File: config.mk
export PLATFORM = sky130hd
export DESIGN_NAME = div_period_meter
export DESIGN_NICKNAME = d
export VERILOG_FILES = /design/src/rtl/div_period_meter.sv
export SDC_FILE = /design/constraint.sdc
export NUM_CORES = 1
export LEC_CHECK = 0
export CAP_MARGIN = 20
export CELL_PAD_IN_SITES_DETAIL_PLACEMENT = 1
export CELL_PAD_IN_SITES_GLOBAL_PLACEMENT = 1
export CORE_ASPECT_RATIO = 0.8
export CORE_MARGIN = 2
export CORE_UTILIZATION = 35
export CTS_BUF_LIST = sky130_fd_sc_hd__clkbuf_8
export DETAILED_ROUTE_END_ITERATION = 16
export PLACE_DENSITY_LB_ADDON = 0.05
export SETUP_SLACK_MARGIN = 0.05
export SLEW_MARGIN = 20
export SYNTH_ARGS = -nofsm -noshare
export SYNTH_HDL_FRONTEND = slang
export SYNTH_SLANG_ARGS = --single-unit
File: constraint.sdc
create_clock -name clk -period 1.8 [get_ports clk]
set_input_delay 0.18 -clock clk [delete_from_list [all_inputs] [get_ports clk]]
set_output_delay 0.18 -clock clk [all_outputs]
set_load 0.02 [all_outputs]
File: src/rtl/div_period_meter.sv
// rtl/div_period_meter.sv - measures high/low time and period of a divided clock and tracks lock
module div_period_meter #(
    parameter int CNT_W    = 8,
    parameter int EXP_HALF = 8,
    parameter int LOCK_N   = 4
) (
    input  logic             clk,
    input  logic             rst,
    input  logic             div_in,
    output logic             meas_valid,
    output logic [CNT_W-1:0] high_cnt,
    output logic [CNT_W-1:0] low_cnt,
    output logic [CNT_W:0]   period,
    output logic             locked,
    output logic             err,
    output logic             ovf
);

    localparam logic [CNT_W-1:0] CNT_MAX  = '1;
    localparam logic [CNT_W-1:0] EXP_VAL  = CNT_W'(EXP_HALF);
    localparam logic [3:0]       LOCK_VAL = 4'(LOCK_N);

    typedef enum logic [1:0] {
        IDLE,
        ARM,
        MEAS_HIGH,
        MEAS_LOW
    } state_t;

    state_t           state;
    logic             s1;
    logic             s2;
    logic             s3;
    logic             rise;
    logic             fall;
    logic             edge_det;
    logic [CNT_W-1:0] cnt;
    logic [3:0]       match_cnt;
    logic             sat_seen;
    logic             sat_hit;
    logic             period_match;

    assign rise     = s2 & ~s3;
    assign fall     = ~s2 & s3;
    assign edge_det = rise | fall;

    // True in the cycle before cnt lands on all-ones; lets ovf/locked/err switch on that same edge.
    assign sat_hit = !edge_det && (cnt == CNT_MAX - 1'b1) && (state != IDLE);

    assign period_match = (high_cnt == EXP_VAL) && (cnt == EXP_VAL) && !sat_seen;

    always_ff @(posedge clk or posedge rst) begin
        if (rst) begin
            s1 <= 1'b0;
            s2 <= 1'b0;
            s3 <= 1'b0;
        end else begin
            s1 <= div_in;
            s2 <= s1;
            s3 <= s2;
        end
    end

    always_ff @(posedge clk or posedge rst) begin
        if (rst) begin
            cnt <= '0;
        end else if (edge_det) begin
            cnt <= {{(CNT_W-1){1'b0}}, 1'b1};
        end else if (cnt != CNT_MAX) begin
            cnt <= cnt + 1'b1;
        end
    end

    always_ff @(posedge clk or posedge rst) begin
        if (rst) begin
            state      <= IDLE;
            meas_valid <= 1'b0;
            high_cnt   <= '0;
            low_cnt    <= '0;
            period     <= '0;
            locked     <= 1'b0;
            err        <= 1'b0;
            ovf        <= 1'b0;
            match_cnt  <= '0;
            sat_seen   <= 1'b0;
        end else begin
            meas_valid <= 1'b0;
            err        <= 1'b0;

            if (edge_det) begin
                ovf <= 1'b0;
            end else if (sat_hit) begin
                ovf <= 1'b1;
            end

            // A stuck input drops lock immediately rather than waiting for the period to close.
            if (sat_hit) begin
                match_cnt <= '0;
                locked    <= 1'b0;
                err       <= locked;
                sat_seen  <= 1'b1;
            end

            case (state)
                IDLE: begin
                    if (fall) begin
                        state <= ARM;
                    end
                end
                ARM: begin
                    if (rise) begin
                        state    <= MEAS_HIGH;
                        sat_seen <= 1'b0;
                    end
                end
                MEAS_HIGH: begin
                    if (fall) begin
                        high_cnt <= cnt;
                        state    <= MEAS_LOW;
                    end
                end
                MEAS_LOW: begin
                    if (rise) begin
                        low_cnt    <= cnt;
                        period     <= {1'b0, high_cnt} + {1'b0, cnt};
                        meas_valid <= 1'b1;
                        sat_seen   <= 1'b0;
                        state      <= MEAS_HIGH;
                        if (period_match) begin
                            if (match_cnt != LOCK_VAL) begin
                                match_cnt <= match_cnt + 4'd1;
                            end
                            locked <= (match_cnt >= LOCK_VAL - 4'd1);
                        end else begin
                            match_cnt <= '0;
                            locked    <= 1'b0;
                            err       <= locked;
                        end
                    end
                end
                default: state <= IDLE;
            endcase
        end
    end

endmodule

==> impl_results.md, run 1 <==
- Clk sinks: 47
- Clock Path Buffers: 2
- Synth Flop Type: dfrtp_1
- Setup ws final: 107.8 ps
- Initial antenna violation count: 0
- Fill count: 755
- Final Skew: 6.982 ps
- Highest-count cells in the layout ignoring fill and taps: dfrtp_1, nand2_1, clkdlybuf4s50_1
- EDFF count, synth: 0
- Worst VDD drop: 449.5 µV
- H-tree levels: 2
- Largest family of logic cells by synthesized area: simple AND/OR/NAND/NOR gates
- P_leak: 1.432 nW
- Worst Tran Pin Value: 455.4 ps
- Netlist cell types: 42
- Flop2flop setup slack: 110 ps
- Placer congestion estimate: 0.8028
- Mapped Nets: 250
- Grt ovf: 0
- Final Total Pwr: 2.914 mW
- Root Driver: clkbuf_8
- Tmin final: 1692 ps
- Rel. slew slack: 0.6960
- Vias in the first global route: 1,993
- Cells after Synth: 231
- WL final: 6076 µm
- Final hold slack: 245.5 ps
- Mapped cell area: 0.002380 mm²
- I/O Buffers: 31
- Post-Synth Simple-Gate Area: 0.1987
- Min-delay worst type: in -> async
- Max Slew Vio Count: 0
- Gr usage total: 0.1760
- Worst-Skew Late Latency: 300 ps
- Drt drc: 0
- Synth Area in Compound Gates: 0.1309
- Final period utilization: 0.9401
- Most common cell after layout, fill and taps aside: dfrtp_1
- Crit Path Class: reg -> reg
- Total number of vias: 1,927
- Asr flop ratio synth: 1.000
- Final net count: 301
- Warnings from Yosys: 0
- Max frequency: 591.0 MHz
- Final-report setup violation count: 0
- Antenna Cells: 0
- Post-DR wirelength/cell: 16.56 µm
- Critical path arrival: 1880 ps
- Layout cells sized above 1: 0.1696
- Setup crit end kind: flop
- I/O pins: 32
- Vias/cell: 5.251
- Post-Place Cells: 358
- XOR/XNOR share of the synthesized area: 0.007361
- CP required: 1990 ps
- DRT iter0 DRCs: 68
- Max FO, Critical Path: 14
- Register area share after synthesis: 0.4942
- Largest net degree at the start of global routing: 48
- CTS tree: yes
- HPWL Detailed: 4350 µm
- Mux share of post-synthesis cell area: 0.04942
- Final cell count without fillers: 367
- First-pass GRT wire length: 10,210 µm
- Pre-CTS setup slack: 28.20 ps
- Area Overhead vs Synth: 28.44%
- R2r startpoint: s3
- Final ANT Viol Nets: 0
- FF-to-FF End: match_cnt[1]
- Cts bufs inserted: 5
- Max-cap violations: 0
- Unrepaired setup endpoints after global routing: yes
- Detailed Routing Iterations Pass 1: 4
- Status: completed
- Flops & latches, synth: 47
- Avg Cell Area, Syn: 10.30 µm²
- Rows: 26
- Worst-path clk slew: 90 ps
- Startpoint types: flop
- Worst r2r path cells: 6
- Core ar.: 0.006474 mm²
- Starting Density: 0.3676
- Pwr dens: 953.3 mW/mm²
- Adder-Cell Fraction of Synth Area: 0.08728
- Total die area: 0.007479 mm²
- Final hold vios: 0
- Die H: 77.76 µm
- Die W: 96.19 µm
per-layer routing:
layer	routed length, µm	up-vias	track usage
li1	-	938	-
met5	0	-	0
met4	16	0	0.02571
met3	160	2	0.03301
met2	2732	23	0.2590
met1	3167	964	0.2730
kinds of logic after synthesis:
kind of cell | Yosys count
muxes | 11
DFF | 47
adders and majority gates | 16
and+or+nand+nor | 87
AOI/OAI and AO/OA | 49
xor gates and xnor gates | 2
buffers and inverters | 19
cell type report:
type / count / area [µm²] / share of cell area
Clock buffer: 7 / 96.34 / 0.03152
Clock inverter: 1 / 3.754 / 0.001228
Inverter: 10 / 37.54 / 0.01228
Multi-Input combinational cell: 165 / 1149 / 0.3758
Sequential cell: 47 / 1177 / 0.3852
Tap cell: 84 / 105.1 / 0.03438
Timing Repair Buffer: 53 / 488.0 / 0.1596
cell usage after synthesis, types with 2 or more instances:
master / number / share of area
dfrtp_1: 47 / 0.49
a21o_1: 5 / 0.016
or3_1: 2 / 0.0053
nor4_1: 3 / 0.0079
a211oi_1: 4 / 0.013
nor3b_1: 7 / 0.022
nand2_1: 35 / 0.055
o21ai_0: 16 / 0.034
buf_2: 4 / 0.0084
a31oi_1: 5 / 0.013
o21a_1: 2 / 0.0063
nand3_1: 7 / 0.015
a32o_1: 2 / 0.0084
nand4_1: 3 / 0.0079
ha_1: 15 / 0.079
and4_1: 2 / 0.0074
nor3_1: 5 / 0.011
inv_1: 10 / 0.016
mux2_2: 6 / 0.028
clkbuf_1: 5 / 0.0079
xnor2_1: 2 / 0.0074
nand3b_1: 6 / 0.019
o21bai_1: 2 / 0.0063
nor2_1: 6 / 0.0095
a21oi_1: 7 / 0.015
nor4b_1: 3 / 0.011
mux2i_1: 5 / 0.021
worst max-delay path, stage by stage (launching register included):
cell and delay, ps:
dfrtp_1 390, inv_1 60, ha_1 220, nand3_2 140
inv_1 380, nor2_1 160, a32o_1 230
worst max path at each step:
stage	startpoint	endpoint	cells after the start	slack, ps
CTS	high_cnt[0]	period[8]	6	70
finish	s3	match_cnt[1]	6	110
detailed placement	high_cnt[0]	period[8]	6	30
global placement	high_cnt[1]	period[7]	5	50
floorplan	high_cnt[0]	period[8]	6	70
global route	s3	period[1]	7	-20
sequential cells by signal (all words and copies together) (netlist names):
name        flops
match_cnt       4
sat_seen        1
locked          1
s2              1
meas_valid      1
err             1
period          9
low_cnt         8
ovf             1
high_cnt        8
s1              1
cnt             8
s3              1
state           2
metrics by stage:
step | utilization | area, µm² | TNS, ps
4_1_cts | 0.4689 | 3035 | 0
3_5_place_dp | 0.4523 | 2928 | 0
6_report | 0.4722 | 3057 | 0
2_1_floorplan | - | 2381 | 0
5_1_grt | 0.4722 | 3057 | -61.96
3_3_place_gp | 0.4523 | 2928 | 0
where the power goes:
| part | internal (mW) | switching (mW) |
|---|---|---|
| combinational | 0.429 | 0.483 |
| sequential | 1.19 | 0.107 |
| clock | 0.346 | 0.355 |
what timing repair did:
item | CTS | global route
pin swaps | 0 | 4
hold buffers | 0 | 0
cloned | 0 | 0
setup buffers | 0 | 1
endpoints found under the setup margin | 4 | 22
resized for setup | 2 | 6
(Power assumes the default switching activity.)
==> inputs of run 2 (changes only) <==
- CORE_MARGIN: 2 -> default
- PLACE_DENSITY: default -> 0.75
- PLACE_DENSITY_LB_ADDON: 0.05 -> default
- SLEW_MARGIN: 20 -> default
==> impl_results.md, run 2 (synthesis gave the netlist of run 1 again) <==
- Min-delay worst type: in -> async
- Max reg flops: 9 (unchanged)
- HPWL Detailed: 4477 µm (+2.9%)
- Final Skew: 10.50 ps (+3.520 ps)
- Flop2flop setup slack: 70 ps (-30 ps)
- Die H: 75.76 µm (-2.6%)
- Vias in the first global route: 1,983 (-0.50%)
- Placer congestion estimate: 0.8139 (+1.4%)
- I/O pins: 32 (unchanged)
- Multi-input logic area: 0.001147 mm² (-0.11%)
- Crit Path Class: reg -> reg
- Rows: 26 (unchanged)
- Total die area: 0.007135 mm² (-4.6%)
- Root Driver: clkbuf_8
- Drt drc: 0 (unchanged)
- Final hold vios: 0 (unchanged)
- Post-DR wirelength/cell: 16.37 µm (-1.1%)
- Status: completed
- P_leak: 1.414 nW (-1.3%)
- Antenna Cells: 0 (unchanged)
- Highest-count cells in the layout ignoring fill and taps: dfrtp_1, nand2_1, clkdlybuf4s50_1
- Worst path bufs/invs: 0 (-2)
- Max-cap violations: 0 (unchanged)
- Setup crit end kind: flop
- Final setup TNS: 0 ps (unchanged)
- Max stage delay cell, worst path: dfrtp_2
- Layout cells sized above 1: 0.1673 (-0.002352)
- Cts bufs inserted: 5 (unchanged)
- Final Util: 0.4683 (-0.003866)
- Critical path, cell by cell: ha_2, fa_2, a21o_1, a211oi_1, o31ai_1
- Detailed Routing Iterations Pass 1: 4 (unchanged)
- Largest net degree at the start of global routing: 26 (-46%)
- Core ar.: 0.006474 mm² (unchanged)
- Max frequency: 579.7 MHz (-1.9%)
- Grt ovf: 0 (unchanged)
- Rel. slew slack: 0.6983 (+0.002211)
- Clk sinks: 47 (unchanged)
- Final period utilization: 0.9584 (+0.01829)
- Gr usage total: 0.1795 (+0.003525)
- Pwr dens: 946.6 mW/mm² (-0.70%)
- Area Overhead vs Synth: 27.39%
- Tmin final: 1725 ps (+32.92 ps)
- Total number of vias: 1,907 (-1.0%)
- Reg area: 0.001177 mm² (unchanged)
- Worst Tran Pin Value: 451.3 ps (-4.178 ps)
- Max Slew Vio Count: 0 (unchanged)
- Final-report setup violation count: 0 (unchanged)
- Starting Density: 0.3676 (unchanged)
- Most flop-heavy register: period
- DRT iter0 DRCs: 72 (+5.9%)
- Max FO, Critical Path: 3 (-11)
- Most common cell after layout, fill and taps aside: dfrtp_1
- Post-CTS setup buffer count: 0 (unchanged)
- Worst-Skew Late Latency: 310 ps (about the same)
- CP max stage delay: 410 ps (+20 ps)
- Vias/cell: 5.225 (-0.50%)
- H-tree levels: 2 (unchanged)
- Fill count: 733 (-2.9%)
- Unrepaired setup endpoints after global routing: no
- Top delay family on crit path: adder cells
- Clock Path Buffers: 2 (unchanged)
- CTS tree: yes
- Initial antenna violation count: 0 (unchanged)
- Worst VDD drop: 406.3 µV (-9.6%)
- CP required: 1990 ps (about the same)
- Final ANT Viol Nets: 0 (unchanged)
- Startpoint types: flop
- Critical path arrival: 1910 ps (+30 ps)
- WL final: 5975 µm (-1.7%)
- First-pass GRT wire length: 9722 µm (-4.8%)
- I/O Buffers: 31 (unchanged)
- Worst-path clk slew: 100 ps (about the same)
- Final net count: 299 (-0.66%)
- Die W: 94.19 µm (-2.1%)
run 2: cell type report:
class,instances,area share
Sequential cell,47,0.3884
Multi-Input combinational cell,165,0.3785
Timing Repair Buffer,51,0.1560
Tap cell,84,0.03467
Clock buffer,5,0.02270
Inverter,10,0.01238
Clock inverter,3,0.007429
run 2: stage by stage:
| step | cell area, µm² | hold slack (ps) | std cells | worst slack (ps) | total power [mW] |
|---|---|---|---|---|---|
| floorplan | 2381 | 211.4 | 231 | 65.90 | 1.782 |
| global placement | 2920 | 331.8 | 357 | 74.56 | 2.171 |
| detailed placement | 2920 | 347.9 | 357 | 35.00 | 2.192 |
| CTS | 3014 | 140.3 | 365 | 55.66 | 2.881 |
| global route | 3032 | 170.8 | 365 | 31.90 | 3.047 |
| finish | 3032 | 144.3 | 365 | 74.90 | 2.870 |
run 2: final timing paths:
path                                   from           to  cells after the start
min in group clk                     div_in           s1                      1
worst max register to register  high_cnt[0]    period[4]                      5
worst min register to register           s1           s2                      0
max in group asynchronous               rst       cnt[3]                      3
worst max-delay path            high_cnt[0]    period[4]                      5
worst min-delay path                    rst  high_cnt[6]                      2
run 2: what timing repair did:
| action | in CTS | in global routing |
|---|---|---|
| hold buffers | 0 | 0 |
| endpoints found under the setup margin | 2 | 7 |
| pin swaps | 0 | 2 |
| gates resized for setup | 1 | 8 |
run 2: power breakdown:
part | switching [mW] | total, mW | internal [mW]
clock network | 0.384 | 0.663 | 0.279
registers | 0.115 | 1.31 | 1.19
logic | 0.478 | 0.897 | 0.419
run 2: per-layer routing:
layer  part of all wire  track usage  vias to the layer above
li1                   -            -                      931
met5                  0            0                        -
met3              0.029      0.03992                        4
met1               0.49       0.2392                      946
met2               0.47       0.3060                       26
met4             0.0049      0.03077                        0
==> inputs of run 3 (changes only) <==
- SLEW_MARGIN: default -> 15
==> results of run 3 <==
Final layout, timing and power as in run 2 (identical DEF).
